**src/rtl/mem_port_arbiter_if.sv**
```systemverilog
// rtl/mem_port_arbiter_if.sv - IF/MEM requester and RAM handshake bundle for mem_port_arbiter
interface mem_port_arbiter_if #(
    parameter int ADDR_W = 32,
    parameter int DATA_W = 32
);
    logic              if_req;
    logic [ADDR_W-1:0] if_addr;
    logic [DATA_W-1:0] if_rdata;
    logic              if_valid;
    logic              if_stall;
    logic              mem_req;
    logic              mem_we;
    logic [ADDR_W-1:0] mem_addr;
    logic [DATA_W-1:0] mem_wdata;
    logic [DATA_W-1:0] mem_rdata;
    logic              mem_valid;
    logic              mem_stall;
    logic              flush;
    logic              ram_req;
    logic              ram_we;
    logic [ADDR_W-1:0] ram_addr;
    logic [DATA_W-1:0] ram_wdata;
    logic [DATA_W-1:0] ram_rdata;
    logic              ram_ready;

    modport slave (
        input  if_req, if_addr, mem_req, mem_we, mem_addr, mem_wdata, flush,
               ram_rdata, ram_ready,
        output if_rdata, if_valid, if_stall, mem_rdata, mem_valid, mem_stall,
               ram_req, ram_we, ram_addr, ram_wdata
    );

    modport master (
        output if_req, if_addr, mem_req, mem_we, mem_addr, mem_wdata, flush,
               ram_rdata, ram_ready,
        input  if_rdata, if_valid, if_stall, mem_rdata, mem_valid, mem_stall,
               ram_req, ram_we, ram_addr, ram_wdata
    );
endinterface

```
**src/rtl/mem_port_arbiter.sv**
```systemverilog
// rtl/mem_port_arbiter.sv - single-port memory arbiter between instruction fetch and data access
module mem_port_arbiter #(
    parameter int ADDR_W     = 32,
    parameter int DATA_W     = 32,
    parameter int MAX_STARVE = 4
) (
    input  logic               clk,
    input  logic               rst_n,
    mem_port_arbiter_if.slave  bus
);
    typedef enum logic [1:0] {IDLE, IF_XFER, MEM_XFER} state_t;

    localparam logic [3:0] STARVE_LIM = 4'(MAX_STARVE);

    state_t            r_state, w_state_nxt;
    logic              r_ram_req, w_ram_req_nxt;
    logic              r_ram_we, w_ram_we_nxt;
    logic [ADDR_W-1:0] r_ram_addr, w_ram_addr_nxt;
    logic [DATA_W-1:0] r_ram_wdata, w_ram_wdata_nxt;
    logic              r_if_valid, w_if_valid_nxt;
    logic              r_mem_valid, w_mem_valid_nxt;
    logic [DATA_W-1:0] r_if_rdata, w_if_rdata_nxt;
    logic [DATA_W-1:0] r_mem_rdata, w_mem_rdata_nxt;
    logic [3:0]        r_starve_cnt, w_starve_nxt;
    logic              r_discard, w_discard_nxt;
    logic              w_mem_win;
    logic              w_if_win;

    // MEM has priority unless IF has already been passed over MAX_STARVE times
    assign w_mem_win = bus.mem_req && !(bus.if_req && (r_starve_cnt == STARVE_LIM));
    assign w_if_win  = bus.if_req && !bus.flush;

    always_comb begin
        w_state_nxt     = r_state;
        w_ram_req_nxt   = r_ram_req;
        w_ram_we_nxt    = r_ram_we;
        w_ram_addr_nxt  = r_ram_addr;
        w_ram_wdata_nxt = r_ram_wdata;
        w_if_valid_nxt  = 1'b0;
        w_mem_valid_nxt = 1'b0;
        w_if_rdata_nxt  = r_if_rdata;
        w_mem_rdata_nxt = r_mem_rdata;
        w_starve_nxt    = r_starve_cnt;
        w_discard_nxt   = r_discard;

        case (r_state)
            IDLE: begin
                if (w_mem_win) begin
                    w_state_nxt     = MEM_XFER;
                    w_ram_req_nxt   = 1'b1;
                    w_ram_we_nxt    = bus.mem_we;
                    w_ram_addr_nxt  = bus.mem_addr;
                    w_ram_wdata_nxt = bus.mem_wdata;
                    if (bus.if_req && (r_starve_cnt != STARVE_LIM)) begin
                        w_starve_nxt = r_starve_cnt + 4'd1;
                    end
                end else if (w_if_win) begin
                    w_state_nxt    = IF_XFER;
                    w_ram_req_nxt  = 1'b1;
                    w_ram_we_nxt   = 1'b0;
                    w_ram_addr_nxt = bus.if_addr;
                    w_starve_nxt   = 4'd0;
                    w_discard_nxt  = 1'b0;
                end
            end
            IF_XFER: begin
                if (bus.flush) begin
                    w_discard_nxt = 1'b1;
                end
                // A flushed fetch still runs to completion on the RAM side; only its result is dropped
                if (bus.ram_ready) begin
                    w_state_nxt   = IDLE;
                    w_ram_req_nxt = 1'b0;
                    w_ram_we_nxt  = 1'b0;
                    w_discard_nxt = 1'b0;
                    if (!(r_discard || bus.flush)) begin
                        w_if_valid_nxt = 1'b1;
                        w_if_rdata_nxt = bus.ram_rdata;
                    end
                end
            end
            MEM_XFER: begin
                if (bus.ram_ready) begin
                    w_state_nxt     = IDLE;
                    w_ram_req_nxt   = 1'b0;
                    w_ram_we_nxt    = 1'b0;
                    w_mem_valid_nxt = 1'b1;
                    if (!r_ram_we) begin
                        w_mem_rdata_nxt = bus.ram_rdata;
                    end
                end
            end
            default: begin
                w_state_nxt   = IDLE;
                w_ram_req_nxt = 1'b0;
                w_ram_we_nxt  = 1'b0;
            end
        endcase

        if (!bus.if_req) begin
            w_starve_nxt = 4'd0;
        end
    end

    always_ff @(posedge clk or negedge rst_n) begin
        if (!rst_n) begin
            r_state      <= IDLE;
            r_ram_req    <= 1'b0;
            r_ram_we     <= 1'b0;
            r_ram_addr   <= '0;
            r_ram_wdata  <= '0;
            r_if_valid   <= 1'b0;
            r_mem_valid  <= 1'b0;
            r_if_rdata   <= '0;
            r_mem_rdata  <= '0;
            r_starve_cnt <= 4'd0;
            r_discard    <= 1'b0;
        end else begin
            r_state      <= w_state_nxt;
            r_ram_req    <= w_ram_req_nxt;
            r_ram_we     <= w_ram_we_nxt;
            r_ram_addr   <= w_ram_addr_nxt;
            r_ram_wdata  <= w_ram_wdata_nxt;
            r_if_valid   <= w_if_valid_nxt;
            r_mem_valid  <= w_mem_valid_nxt;
            r_if_rdata   <= w_if_rdata_nxt;
            r_mem_rdata  <= w_mem_rdata_nxt;
            r_starve_cnt <= w_starve_nxt;
            r_discard    <= w_discard_nxt;
        end
    end

    assign bus.ram_req   = r_ram_req;
    assign bus.ram_we    = r_ram_we;
    assign bus.ram_addr  = r_ram_addr;
    assign bus.ram_wdata = r_ram_wdata;
    assign bus.if_valid  = r_if_valid;
    assign bus.if_rdata  = r_if_rdata;
    assign bus.mem_valid = r_mem_valid;
    assign bus.mem_rdata = r_mem_rdata;
    assign bus.if_stall  = bus.if_req & ~r_if_valid;
    assign bus.mem_stall = bus.mem_req & ~r_mem_valid;
endmodule
```
**src/flat_wrapper.sv**
```systemverilog
// flat-port wrapper written by rule: the top's interface ports become plain ports
module mem_port_arbiter_flat 
#(
    parameter int ADDR_W     = 32,
    parameter int DATA_W     = 32,
    parameter int MAX_STARVE = 4
)
  (clk, rst_n, bus_if_req, bus_if_addr, bus_mem_req, bus_mem_we, bus_mem_addr, bus_mem_wdata, bus_flush, bus_ram_rdata, bus_ram_ready, bus_if_rdata, bus_if_valid, bus_if_stall, bus_mem_rdata, bus_mem_valid, bus_mem_stall, bus_ram_req, bus_ram_we, bus_ram_addr, bus_ram_wdata);
  mem_port_arbiter_if #(.ADDR_W(ADDR_W), .DATA_W(DATA_W)) bus_i ();
  input  logic clk;
  input  logic rst_n;
  input wire logic [$bits(bus_i.if_req)-1:0] bus_if_req;
  input wire logic [$bits(bus_i.if_addr)-1:0] bus_if_addr;
  input wire logic [$bits(bus_i.mem_req)-1:0] bus_mem_req;
  input wire logic [$bits(bus_i.mem_we)-1:0] bus_mem_we;
  input wire logic [$bits(bus_i.mem_addr)-1:0] bus_mem_addr;
  input wire logic [$bits(bus_i.mem_wdata)-1:0] bus_mem_wdata;
  input wire logic [$bits(bus_i.flush)-1:0] bus_flush;
  input wire logic [$bits(bus_i.ram_rdata)-1:0] bus_ram_rdata;
  input wire logic [$bits(bus_i.ram_ready)-1:0] bus_ram_ready;
  output wire logic [$bits(bus_i.if_rdata)-1:0] bus_if_rdata;
  output wire logic [$bits(bus_i.if_valid)-1:0] bus_if_valid;
  output wire logic [$bits(bus_i.if_stall)-1:0] bus_if_stall;
  output wire logic [$bits(bus_i.mem_rdata)-1:0] bus_mem_rdata;
  output wire logic [$bits(bus_i.mem_valid)-1:0] bus_mem_valid;
  output wire logic [$bits(bus_i.mem_stall)-1:0] bus_mem_stall;
  output wire logic [$bits(bus_i.ram_req)-1:0] bus_ram_req;
  output wire logic [$bits(bus_i.ram_we)-1:0] bus_ram_we;
  output wire logic [$bits(bus_i.ram_addr)-1:0] bus_ram_addr;
  output wire logic [$bits(bus_i.ram_wdata)-1:0] bus_ram_wdata;
  assign bus_i.if_req = bus_if_req;
  assign bus_i.if_addr = bus_if_addr;
  assign bus_i.mem_req = bus_mem_req;
  assign bus_i.mem_we = bus_mem_we;
  assign bus_i.mem_addr = bus_mem_addr;
  assign bus_i.mem_wdata = bus_mem_wdata;
  assign bus_i.flush = bus_flush;
  assign bus_i.ram_rdata = bus_ram_rdata;
  assign bus_i.ram_ready = bus_ram_ready;
  assign bus_if_rdata = bus_i.if_rdata;
  assign bus_if_valid = bus_i.if_valid;
  assign bus_if_stall = bus_i.if_stall;
  assign bus_mem_rdata = bus_i.mem_rdata;
  assign bus_mem_valid = bus_i.mem_valid;
  assign bus_mem_stall = bus_i.mem_stall;
  assign bus_ram_req = bus_i.ram_req;
  assign bus_ram_we = bus_i.ram_we;
  assign bus_ram_addr = bus_i.ram_addr;
  assign bus_ram_wdata = bus_i.ram_wdata;
  mem_port_arbiter #(.ADDR_W(ADDR_W), .DATA_W(DATA_W), .MAX_STARVE(MAX_STARVE)) u_core (.clk(clk), .rst_n(rst_n), .bus(bus_i));
endmodule
```
**config.mk**
```make
export PLATFORM = sky130hd
export DESIGN_NAME = mem_port_arbiter_flat
export DESIGN_NICKNAME = d
export VERILOG_FILES = /design/src/rtl/mem_port_arbiter_if.sv /design/src/rtl/mem_port_arbiter.sv /design/src/flat_wrapper.sv
export SDC_FILE = /design/constraint.sdc
export NUM_CORES = 1
export LEC_CHECK = 0
export ABC_AREA = 1
export BUFFER_PORTS_ARGS = -buffer_cell sky130_fd_sc_hd__buf_2
export CORE_UTILIZATION = 30
export CTS_BUF_LIST = sky130_fd_sc_hd__clkbuf_4 sky130_fd_sc_hd__clkbuf_8
export DETAILED_ROUTE_END_ITERATION = 16
export PLACE_DENSITY = 0.51
export SETUP_SLACK_MARGIN = 0.05
export SLEW_MARGIN = 10
export SYNTH_ARGS = -nofsm -noshare
export SYNTH_HDL_FRONTEND = slang
export SYNTH_SLANG_ARGS = --single-unit
export TNS_END_PERCENT = 100
```
**constraint.sdc**
```tcl
create_clock -name clk -period 1.8 [get_ports clk]
set_clock_uncertainty 0.2 [all_clocks]
set_input_delay 0.27 -clock clk [delete_from_list [all_inputs] [get_ports clk]]
set_output_delay 0.27 -clock clk [all_outputs]
set_load 0.02 [all_outputs]
```
==> out/metrics.csv <==
stage,metric,value,unit
status,status,finished clean,
timing,setup-violations-final,0,
layout,diodes,0,
setup_path,crit_start,u_core.r_state[0],
power_and_ir_drop,power_density,1520,mW/mm^2
die,fp-row-count,51,
die,die_x,143,um
die,die_area,0.0203,mm^2
power_and_ir_drop,total_power,14.4,mW
setup_path,cp_top_family,simple AND/OR/NAND/NOR gates,
timing,rsz0062_at_grt,true,
power_and_ir_drop,power.leakage,5.34,nW
setup_path,crit_type,register to register,
power_and_ir_drop,power_switching,6.08,mW
synthesis,synth_area_leaders,"dfrtp_1 (59%), nand2_1 (20%), nand3_1 (6.2%)",
setup_path,ff2ff_path_depth,7,
setup_path,path_buf_inv,2,
global_route,grt_pass1_wl,28.4,mm
drt,vias,5999,
synthesis,syn_nets,848,
timing,fmax,0.607,GHz
clocking,root_buffer,clkbuf_8,
setup_path,regToRegEndpoint,u_core.bus.ram_addr[27],
setup_path,cp_max_fo,33,
drt,drtIter0Drc,226,
power_and_ir_drop,pwr-share-clk,19.6,%
layout,final_common_cell,nand2_1,
die,die_h,143,um
setup_path,critPathRequiredTime,1980,ps
setup_path,r2r-start,u_core.r_state[0],
clocking,clock_latency,440,ps
place,portBuffers,268,
timing,report.final.slew_viol_count,0,
drt,vias_per_cell,4.32,
place,pre_cts_ws,73.8,ps
min_path,min_path_type,input pin to register,
synthesis,yosysTopAreaCell,dfrtp_1,
drt,dr.pass1.iters,5,
die,start_util,30.5,%
place,dp_hpwl,11.9,mm
drt,routed_wl,18.6,mm
synthesis,yosys_warnings,0,
clocking,cts.sinks,139,
timing,setup_tns,0,ps
timing,finalHoldViolCount,0,
setup_path,r2r_slack,150,ps
global_route,overflow,0,
setup_path,critPathMostFrequentCell,nand2_1,
drt,ant_nets,0,
clocking,cts_buffers,17,
timing,worst_slack,154,ps
setup_path,endpoint_kind,register,
power_and_ir_drop,power_frac_seq,36.6,%
synthesis,synth_area,0.00592,mm^2
synthesis,synth_cell_types,22,
power_and_ir_drop,ir_worst_vdd,860,uV
timing,min_period,1650,ps
timing,slew_headroom,66.4,%
timing,tightest_slew,505,ps
layout,final_layout_size_suffix_gt1_share,29.9,%
synthesis,syn_avg_cell_area,8.36,um^2
layout,nets,1252,
timing,min_period_over_period,91.5,%
setup_path,path_cells,"inv_1, ha_2, nand3_1, nand2_2, buf_12, nand2_1, nand2_1",
die,ioPinCount,269,
clocking,cts_tree,done,
layout,area_delta_synth_final,60.8,%
global_route,grt_max_degree,65,
place,place_congestion,0.799,
power_and_ir_drop,intPower,8.35,mW
power_and_ir_drop,swShare,42.1,%
drt,drcViolationCount,0,
global_route,grt_usage,18.0,%
clocking,post_cts_buffers,0,
power_and_ir_drop,combPwrFrac,43.8,%
setup_path,crit_slowest_cell,dfrtp_1,
synthesis,synth_top_area_share,58.7,%
clocking,htreeDepth,4,
synthesis,ys_seq_elements,139,
global_route,antenna_found_initial,0,
setup_path,critical_path_depth,7,
global_route,first_global_vias,5664,
die,core,0.0194,mm^2
clocking,clk_path_buf_depth,2,
synthesis,ys_seq_area_share,58.7,%
setup_path,critPathArrivalTime,1830,ps
layout,mostFrequentLayoutCells,"nand2_1 (316), buf_2 (267), dfrtp_1 (139), dlygate4sd3_1 (131), nand3_1 (72)",
clocking,clkTransAtPathRegs,80,ps
job,maxCapViolations,0,
setup_path,crit_path_max_incr_delay,400,ps
setup_path,crit_end,u_core.bus.ram_addr[27],
synthesis,synthesis.instances,708,
setup_path,start_kind,register,
drt,detail_route.wl_per_cell,13.4,um
[power groups by stage]
stage | registers [mW] | logic, mW | clock network, mW
global route | 5.45 | 6.93 | 3.06
floorplan | 7.06 | 1.94 | 0
finish | 5.28 | 6.32 | 2.83
CTS | 5.28 | 6.33 | 2.94
global placement | 5.31 | 6.06 | 0
detailed placement | 5.31 | 6.12 | 0
[synthesized netlist by cell type]
cell	count
buf_4	4
nand4_1	3
inv_2	2
clkbuf_1	13
or2_1	1
xor2_1	1
nand3_4	1
buf_2	19
ha_1	5
buf_6	1
o21ai_0	62
nor2_1	9
dfrtp_1	139
nor2_2	1
inv_1	46
a21oi_1	3
nand3_1	73
o21bai_1	1
nand2_1	316
o21ai_1	2
nand2_2	3
buf_1	3
[logic make-up after synthesis]
family | Yosys count | share of synthesized area, %
AO/OA/AOI/OAI | 68 | 5.79
XOR/XNOR | 1 | 0.148
adder cells (fa/ha/maj) | 5 | 1.06
buffers and inverters | 88 | 6.36
flip-flops | 139 | 58.7
AND/OR/NAND/NOR | 407 | 27.9
[metrics by stage]
step / instances / hold slack (ps) / instance area, um^2 / utilization (%)
after global routing: 1390 / 114 / 9520 / 49.1
after detailed placement: 1226 / 64.4 / 7730 / 39.9
after global placement: 1226 / 62.1 / 7730 / 39.9
after CTS: 1389 / 52.5 / 9490 / 48.9
after floorplan: 708 / -226 / 5920 / -
final: 1390 / 79.5 / 9520 / 49.1
[worst min path at each step]
stage | startpoint | end | slack (ps) | depth (start not counted)
after global routing | bus_if_req | u_core.r_starve_cnt[0] | 110 | 5
after CTS | bus_if_req | u_core.r_starve_cnt[0] | 50 | 5
after global placement | rst_n | u_core.bus.mem_rdata[13] | 60 | 1
after detailed placement | rst_n | u_core.bus.mem_rdata[13] | 60 | 1
after floorplan | rst_n | u_core.bus.if_rdata[0] | -230 | 0
final | bus_if_req | u_core.r_starve_cnt[3] | 80 | 5
[per-layer routing]
layer | track usage (%) | up-vias | share of wire [%]
li1 | - | 3025 | -
met1 | 22.1 | 2740 | 44
met2 | 30.3 | 221 | 48
met3 | 5.59 | 13 | 7.1
met4 | 4.87 | 0 | 0.90
met5 | 0 | - | 0
[state kept, by name, indices dropped and copies added (netlist names)]
| name | cells |
|---|---|
| u_core.bus.ram_addr | 32 |
| u_core.r_starve_cnt | 4 |
| u_core.bus.mem_valid | 1 |
| u_core.bus.ram_req | 1 |
| u_core.bus.ram_we | 1 |
| u_core.r_state | 2 |
| u_core.bus.if_valid | 1 |
| u_core.bus.if_rdata | 32 |
| u_core.bus.ram_wdata | 32 |
| u_core.bus.mem_rdata | 32 |
| u_core.r_discard | 1 |
[final cells by class]
type	count	area (um^2)
sequential	139	3480
inverter	48	180
fill	1909	9880
clock inverter	14	194
timing repair buffer	425	3010
clock buffer	18	248
tap	265	332
multi-input combinational	481	2080
[repair_timing]
action | CTS | global route
resized for setup | 0 | 3
setup endpoints to repair | 0 | 54
hold buffers | 131 | 0
endpoints found under the hold margin | 270 | 0
[worst min-delay path, stage by stage]
cell	delay, ps
buf_2	130
nand3_1	150
nor2_1	50
nand2_1	40
nand2_1	40
Power figures use the tool's default switching activity.
